--- src/rtl/light_sequencer.sv ---
// Five-lamp pattern sequencer stepped by VGA frame ticks (FILL/CHASE/BLINK/BOUNCE).
// Configuration is latched at start; all outputs are registered.
module light_sequencer (
   input  logic        clk,
   input  logic        reset,
   input  logic [9:0]  pix_x,
   input  logic [9:0]  pix_y,
   input  logic        start,
   input  logic        stop,
   input  logic [1:0]  mode,
   input  logic [5:0]  period,
   input  logic [11:0] color,
   input  logic [7:0]  max_passes,
   output logic [4:0]  light_en,
   output logic [11:0] light_rgb,
   output logic        busy,
   output logic        pass_done,
   output logic [7:0]  pass_count
);
   typedef enum logic {IDLE, RUN} state_t;

   typedef struct packed {
      logic [1:0]  mode;
      logic [5:0]  period;
      logic [11:0] color;
      logic [7:0]  max_passes;
   } cfg_t;

   localparam logic [1:0] M_FILL  = 2'd0;
   localparam logic [1:0] M_CHASE = 2'd1;
   localparam logic [1:0] M_BLINK = 2'd2;

   state_t     state_q, state_d;
   cfg_t       cfg_q;
   logic       origin, origin_q, tick;
   logic [5:0] frame_cnt;
   logic [2:0] step, step_nxt, last_step;
   logic       step_adv, pass_end, auto_stop, go;
   logic [7:0] pc_inc;

   function automatic logic [4:0] pattern(input logic [1:0] m, input logic [2:0] s);
      logic [5:0] fill;
      logic [4:0] p;
      fill = (6'd2 << s) - 6'd1;
      p    = '0;
      case (m)
         M_FILL:  p = fill[4:0];
         M_CHASE: p = 5'd1 << s;
         M_BLINK: p = (s == 3'd0) ? 5'h1F : 5'h00;
         // BOUNCE: steps 5..7 walk back as lamps 3,2,1 (8-s wraps to 0-s in 3 bits)
         default: p = (s <= 3'd4) ? (5'd1 << s) : (5'd1 << (3'd0 - s));
      endcase
      return p;
   endfunction

   assign origin    = (pix_x == 10'd0) && (pix_y == 10'd0);
   assign tick      = origin && !origin_q;
   assign go        = start && !stop;
   assign last_step = (cfg_q.mode == M_BLINK) ? 3'd1 :
                      (cfg_q.mode == M_FILL || cfg_q.mode == M_CHASE) ? 3'd4 : 3'd7;
   assign step_adv  = tick && (({1'b0, frame_cnt} + 7'd1) == {1'b0, cfg_q.period});
   assign pass_end  = step_adv && (step == last_step);
   assign step_nxt  = pass_end ? 3'd0 : step + 3'd1;
   assign pc_inc    = (pass_count == 8'hFF) ? pass_count : pass_count + 8'd1;
   assign auto_stop = pass_end && (cfg_q.max_passes != 8'd0) && (pc_inc == cfg_q.max_passes);

   always_ff @(posedge clk or negedge reset) begin
      if (!reset) state_q <= IDLE;
      else        state_q <= state_d;
   end

   always_comb begin
      state_d = state_q;
      case (state_q)
         IDLE:    if (go) state_d = RUN;
         RUN:     if (stop || auto_stop) state_d = IDLE;
         default: state_d = IDLE;
      endcase
   end

   always_ff @(posedge clk or negedge reset) begin
      if (!reset) begin
         cfg_q      <= '0;
         origin_q   <= 1'b0;
         frame_cnt  <= '0;
         step       <= '0;
         light_en   <= '0;
         light_rgb  <= '0;
         busy       <= 1'b0;
         pass_done  <= 1'b0;
         pass_count <= '0;
      end else begin
         origin_q  <= origin;
         pass_done <= 1'b0;
         if (state_q == IDLE) begin
            if (go) begin
               cfg_q.mode       <= mode;
               cfg_q.period     <= (period == 6'd0) ? 6'd1 : period;
               cfg_q.color      <= color;
               cfg_q.max_passes <= max_passes;
               frame_cnt        <= '0;
               step             <= '0;
               pass_count       <= '0;
               light_en         <= pattern(mode, 3'd0);
               light_rgb        <= color;
               busy             <= 1'b1;
            end
         end else if (stop) begin
            light_en  <= '0;
            light_rgb <= '0;
            busy      <= 1'b0;
         end else if (tick) begin
            if (step_adv) begin
               frame_cnt <= '0;
               step      <= step_nxt;
               light_en  <= pattern(cfg_q.mode, step_nxt);
               if (pass_end) begin
                  pass_done  <= 1'b1;
                  pass_count <= pc_inc;
               end
               if (auto_stop) begin
                  light_en  <= '0;
                  light_rgb <= '0;
                  busy      <= 1'b0;
               end
            end else begin
               frame_cnt <= frame_cnt + 6'd1;
            end
         end
      end
   end
endmodule

--- config.mk ---
export PLATFORM = sky130hd
export DESIGN_NAME = light_sequencer
export DESIGN_NICKNAME = d
export VERILOG_FILES = /design/src/rtl/light_sequencer.sv
export SDC_FILE = /design/constraint.sdc
export NUM_CORES = 1
export LEC_CHECK = 0
export CORE_MARGIN = 3
export CORE_UTILIZATION = 30
export CTS_CLUSTER_SIZE = 8
export DETAILED_ROUTE_END_ITERATION = 12
export GPL_ROUTABILITY_DRIVEN = 0
export PLACE_DENSITY = 0.5
export SLEW_MARGIN = 20
export SYNTH_ARGS = -nofsm -noshare
export SYNTH_HDL_FRONTEND = slang
export SYNTH_SLANG_ARGS = --single-unit
--- constraint.sdc ---
create_clock -name clk -period 7.17 [get_ports clk]
set_clock_uncertainty 0.15 [all_clocks]
set_input_delay 1.434 -clock clk [delete_from_list [all_inputs] [get_ports clk]]
set_output_delay 1.434 -clock clk [all_outputs]
set_load 0.05 [all_outputs]
==> flow_metrics.tcl <==
set metrics [dict create \
    fill_cells 1080 \
    drv_cap 0 \
    crit_path_start_kind "input pin" \
    drv_slew 0 \
    min_path_type "flop to flop" \
    timing.rr.start "frame_cnt[0]" \
    htreeDepth 2 \
    drt_iter0_drc 164 \
    ys_types 64 \
    netlist.top_cell.by_area "dfrtp_1" \
    die_x_um 111 \
    yosys-top-cells-area "dfrtp_1, nand2_1, a22o_1" \
    cp-end-kind "flop" \
    finalCritPeriodShare_pct 68.1 \
    async_flop_share_pct 100 \
    period_minus_slack_ns 4.88 \
    ys_seq_area_share_pct 41.1 \
    totalWireLength_mm 8.92 \
    cts-hold-fix-buffers 0 \
    ant_nets 0 \
    rsz0062_at_grt "no" \
    fin_ws_ns 2.29 \
    path_class "input pin to flop" \
    cp.required_ns 7.27 \
    insertion_delay_ns 0.32 \
    synth_warnings 0 \
    setup_violations 0 \
    row_count 37 \
    hpwl_mm 6.49 \
    nets 491 \
    multiInputGateArea_mm2 0.00179 \
    initial_utilization_pct 31.3 \
    synth-seq-cells 54 \
    yosysMostFrequentCell "nand2_1" \
    grt_pass1_wl_mm 15.1 \
    leakagePower_nw 1.79 \
    dieArea_mm2 0.0123 \
    status "complete, no violations" \
    cts_resized 0 \
    drc 0 \
    hold_viol_final 0 \
    synth_ff_type "dfrtp_1" \
    tightest_slew_ns 0.887 \
    total_power_mw 0.912 \
    netlist_area_mm2 0.00329 \
    worstReg2RegEnd "light_en[2]" \
    drive_gt1_share_pct 5.76 \
    antenna_found_initial 0 \
    grt_max_degree 55 \
    power_density_mw_per_mm2 215 \
    clk_pin_slew_ns 0.11 \
    syn2layout_area_growth_pct 28.7 \
    cts_inserted_buffers 5 \
    synthTopCellsByCount "nand2_1, dfrtp_1, a21oi_1" \
    min_from "busy" \
    die_h_um 111 \
    routedWlPerCell_um 15.6 \
    cts_buffer_depth 2 \
    worstPathArrival_ns 4.98 \
    portBuffers 78 \
    fmax_ghz 0.205 \
    pre_cts_ws_ns 1.95 \
    setup-tns-final_ns 0 \
    synth_top_cell_area_share_pct 41.1 \
    ios 79 \
    drtPass1Iterations 4 \
    grt_overflow_total 0 \
    relSlewSlack_pct 40.8 \
    hold_end "busy" \
    final-seq-area_mm2 0.00135 \
    antenna_cells 0 \
    grt_usage_pct 14.6 \
    synthCells 370 \
    cts.sinks 54 \
    irDropWorstVdd_v 0.0000880 \
    cts_tree "built" \
    design.core.area_mm2 0.0105 \
    worstRegToRegCells 11 \
    min_path_cells 1 \
    clockRootBuffer "clkbuf_8" \
    synth_edf_count 0 \
    synth_area_per_cell_um2 8.89 \
    grt_pass1_vias 2986 \
    cp_max_fo 11 \
    r2r_slack_ns 3.16 \
    postCtsSetupBuffers 0 \
    num_vias 2985 \
    synth_nets 428 \
    viasPerCell 5.24 \
]
-- per-layer routing --
| metal | vias up | wire length [um] | track usage [%] |
|---|---|---|---|
| li1 | 1485 | - | - |
| met2 | 83 | 4070 | 23.3 |
| met1 | 1410 | 4200 | 19.8 |
| met4 | 0 | 89 | 3.20 |
| met3 | 7 | 560 | 4.26 |
| met5 | - | 0 | 0 |
-- placed cells by master, fill, tap and decap left out, drive strengths merged, types with 3 or more instances in the layout --
master and instances:
a21o 7, a21oi 21, a22o 17, a31oi 6, and3 6, and4 4, buf 3, clkbuf 5
clkdlybuf4s50 77, dfrtp 54, ha 6, inv 10, nand2 66, nand2b 7, nand3 10, nand4 3
nor2 12, nor2b 7, nor3 13, nor4 8, o2111ai 3, o211ai 6, o21ai 20, o22ai 3
o31ai 4, o41ai 3, or3 4, xnor2 12, xor2 4
-- registers in the layout (all words and copies together) (netlist names) --
register,flops
light_rgb,12
pass_count,8
state_q,1
frame_cnt,6
step,3
light_en,5
busy,1
pass_done,1
origin_q,1
cfg_q,16
-- area by class of cell --
class                           instances  share of cell area, %
Clock buffer                            5                   1.63
Clock inverter                          3                  0.591
Inverter                                9                  0.798
Multi-Input combinational cell        283                   42.4
Sequential cell                        54                   31.9
Tap cell                              136                   4.02
Timing Repair Buffer                   80                   18.7
-- worst max-delay path, stage by stage --
cell and delay, ns:
clkdlybuf4s50_1 0.40, nor4_1 0.38, nand3b_1 0.17, nor3_2 0.33, o2111ai_1 0.51, nand2_1 0.29
ha_1 0.38, nor2b_1 0.11, o22a_1 0.20, or4b_2 0.62, o21ai_0 0.15
-- per-stage QoR --
| stage | utilization (%) | std cells | hold slack, ns | area [um2] |
|---|---|---|---|---|
| finish | 40.3 | 570 | 0.346 | 4230 |
| global route | 40.3 | 570 | 0.388 | 4230 |
| CTS | 40.3 | 570 | 0.352 | 4230 |
| detailed placement | 39.4 | 562 | 0.320 | 4140 |
| global placement | 39.4 | 562 | 0.318 | 4140 |
| floorplan | - | 370 | 0.312 | 3290 |
-- kinds of logic (layout without fill, tap and decap cells) --
kind of cell	after synthesis	in the layout	synth area share, %
buf+inv	33	97	4.49
simple gates	153	153	24.5
mux	2	2	0.608
fa+ha+maj	6	6	2.28
flops	54	54	41.1
xor+xnor	16	16	4.26
compound gates	106	106	22.8
-- report_power, final --
group | internal, mW | switching, mW | total, mW
logic | 0.142 | 0.190 | 0.332
registers | 0.344 | 0.0497 | 0.394
clock network | 0.0710 | 0.115 | 0.186
-- worst max-delay path by stage --
stage | startpoint | endpoint | slack (ns)
final | pix_x[2] | light_en[2] | 2.29
after global placement | pix_y[0] | light_en[2] | 2.10
after global routing | pix_x[2] | light_en[2] | 1.99
after CTS | pix_x[2] | light_en[2] | 2.28
after floorplan | pix_y[0] | light_en[3] | 3.09
after detailed placement | pix_x[2] | light_en[2] | 1.95
(Power assumes the default switching activity.)
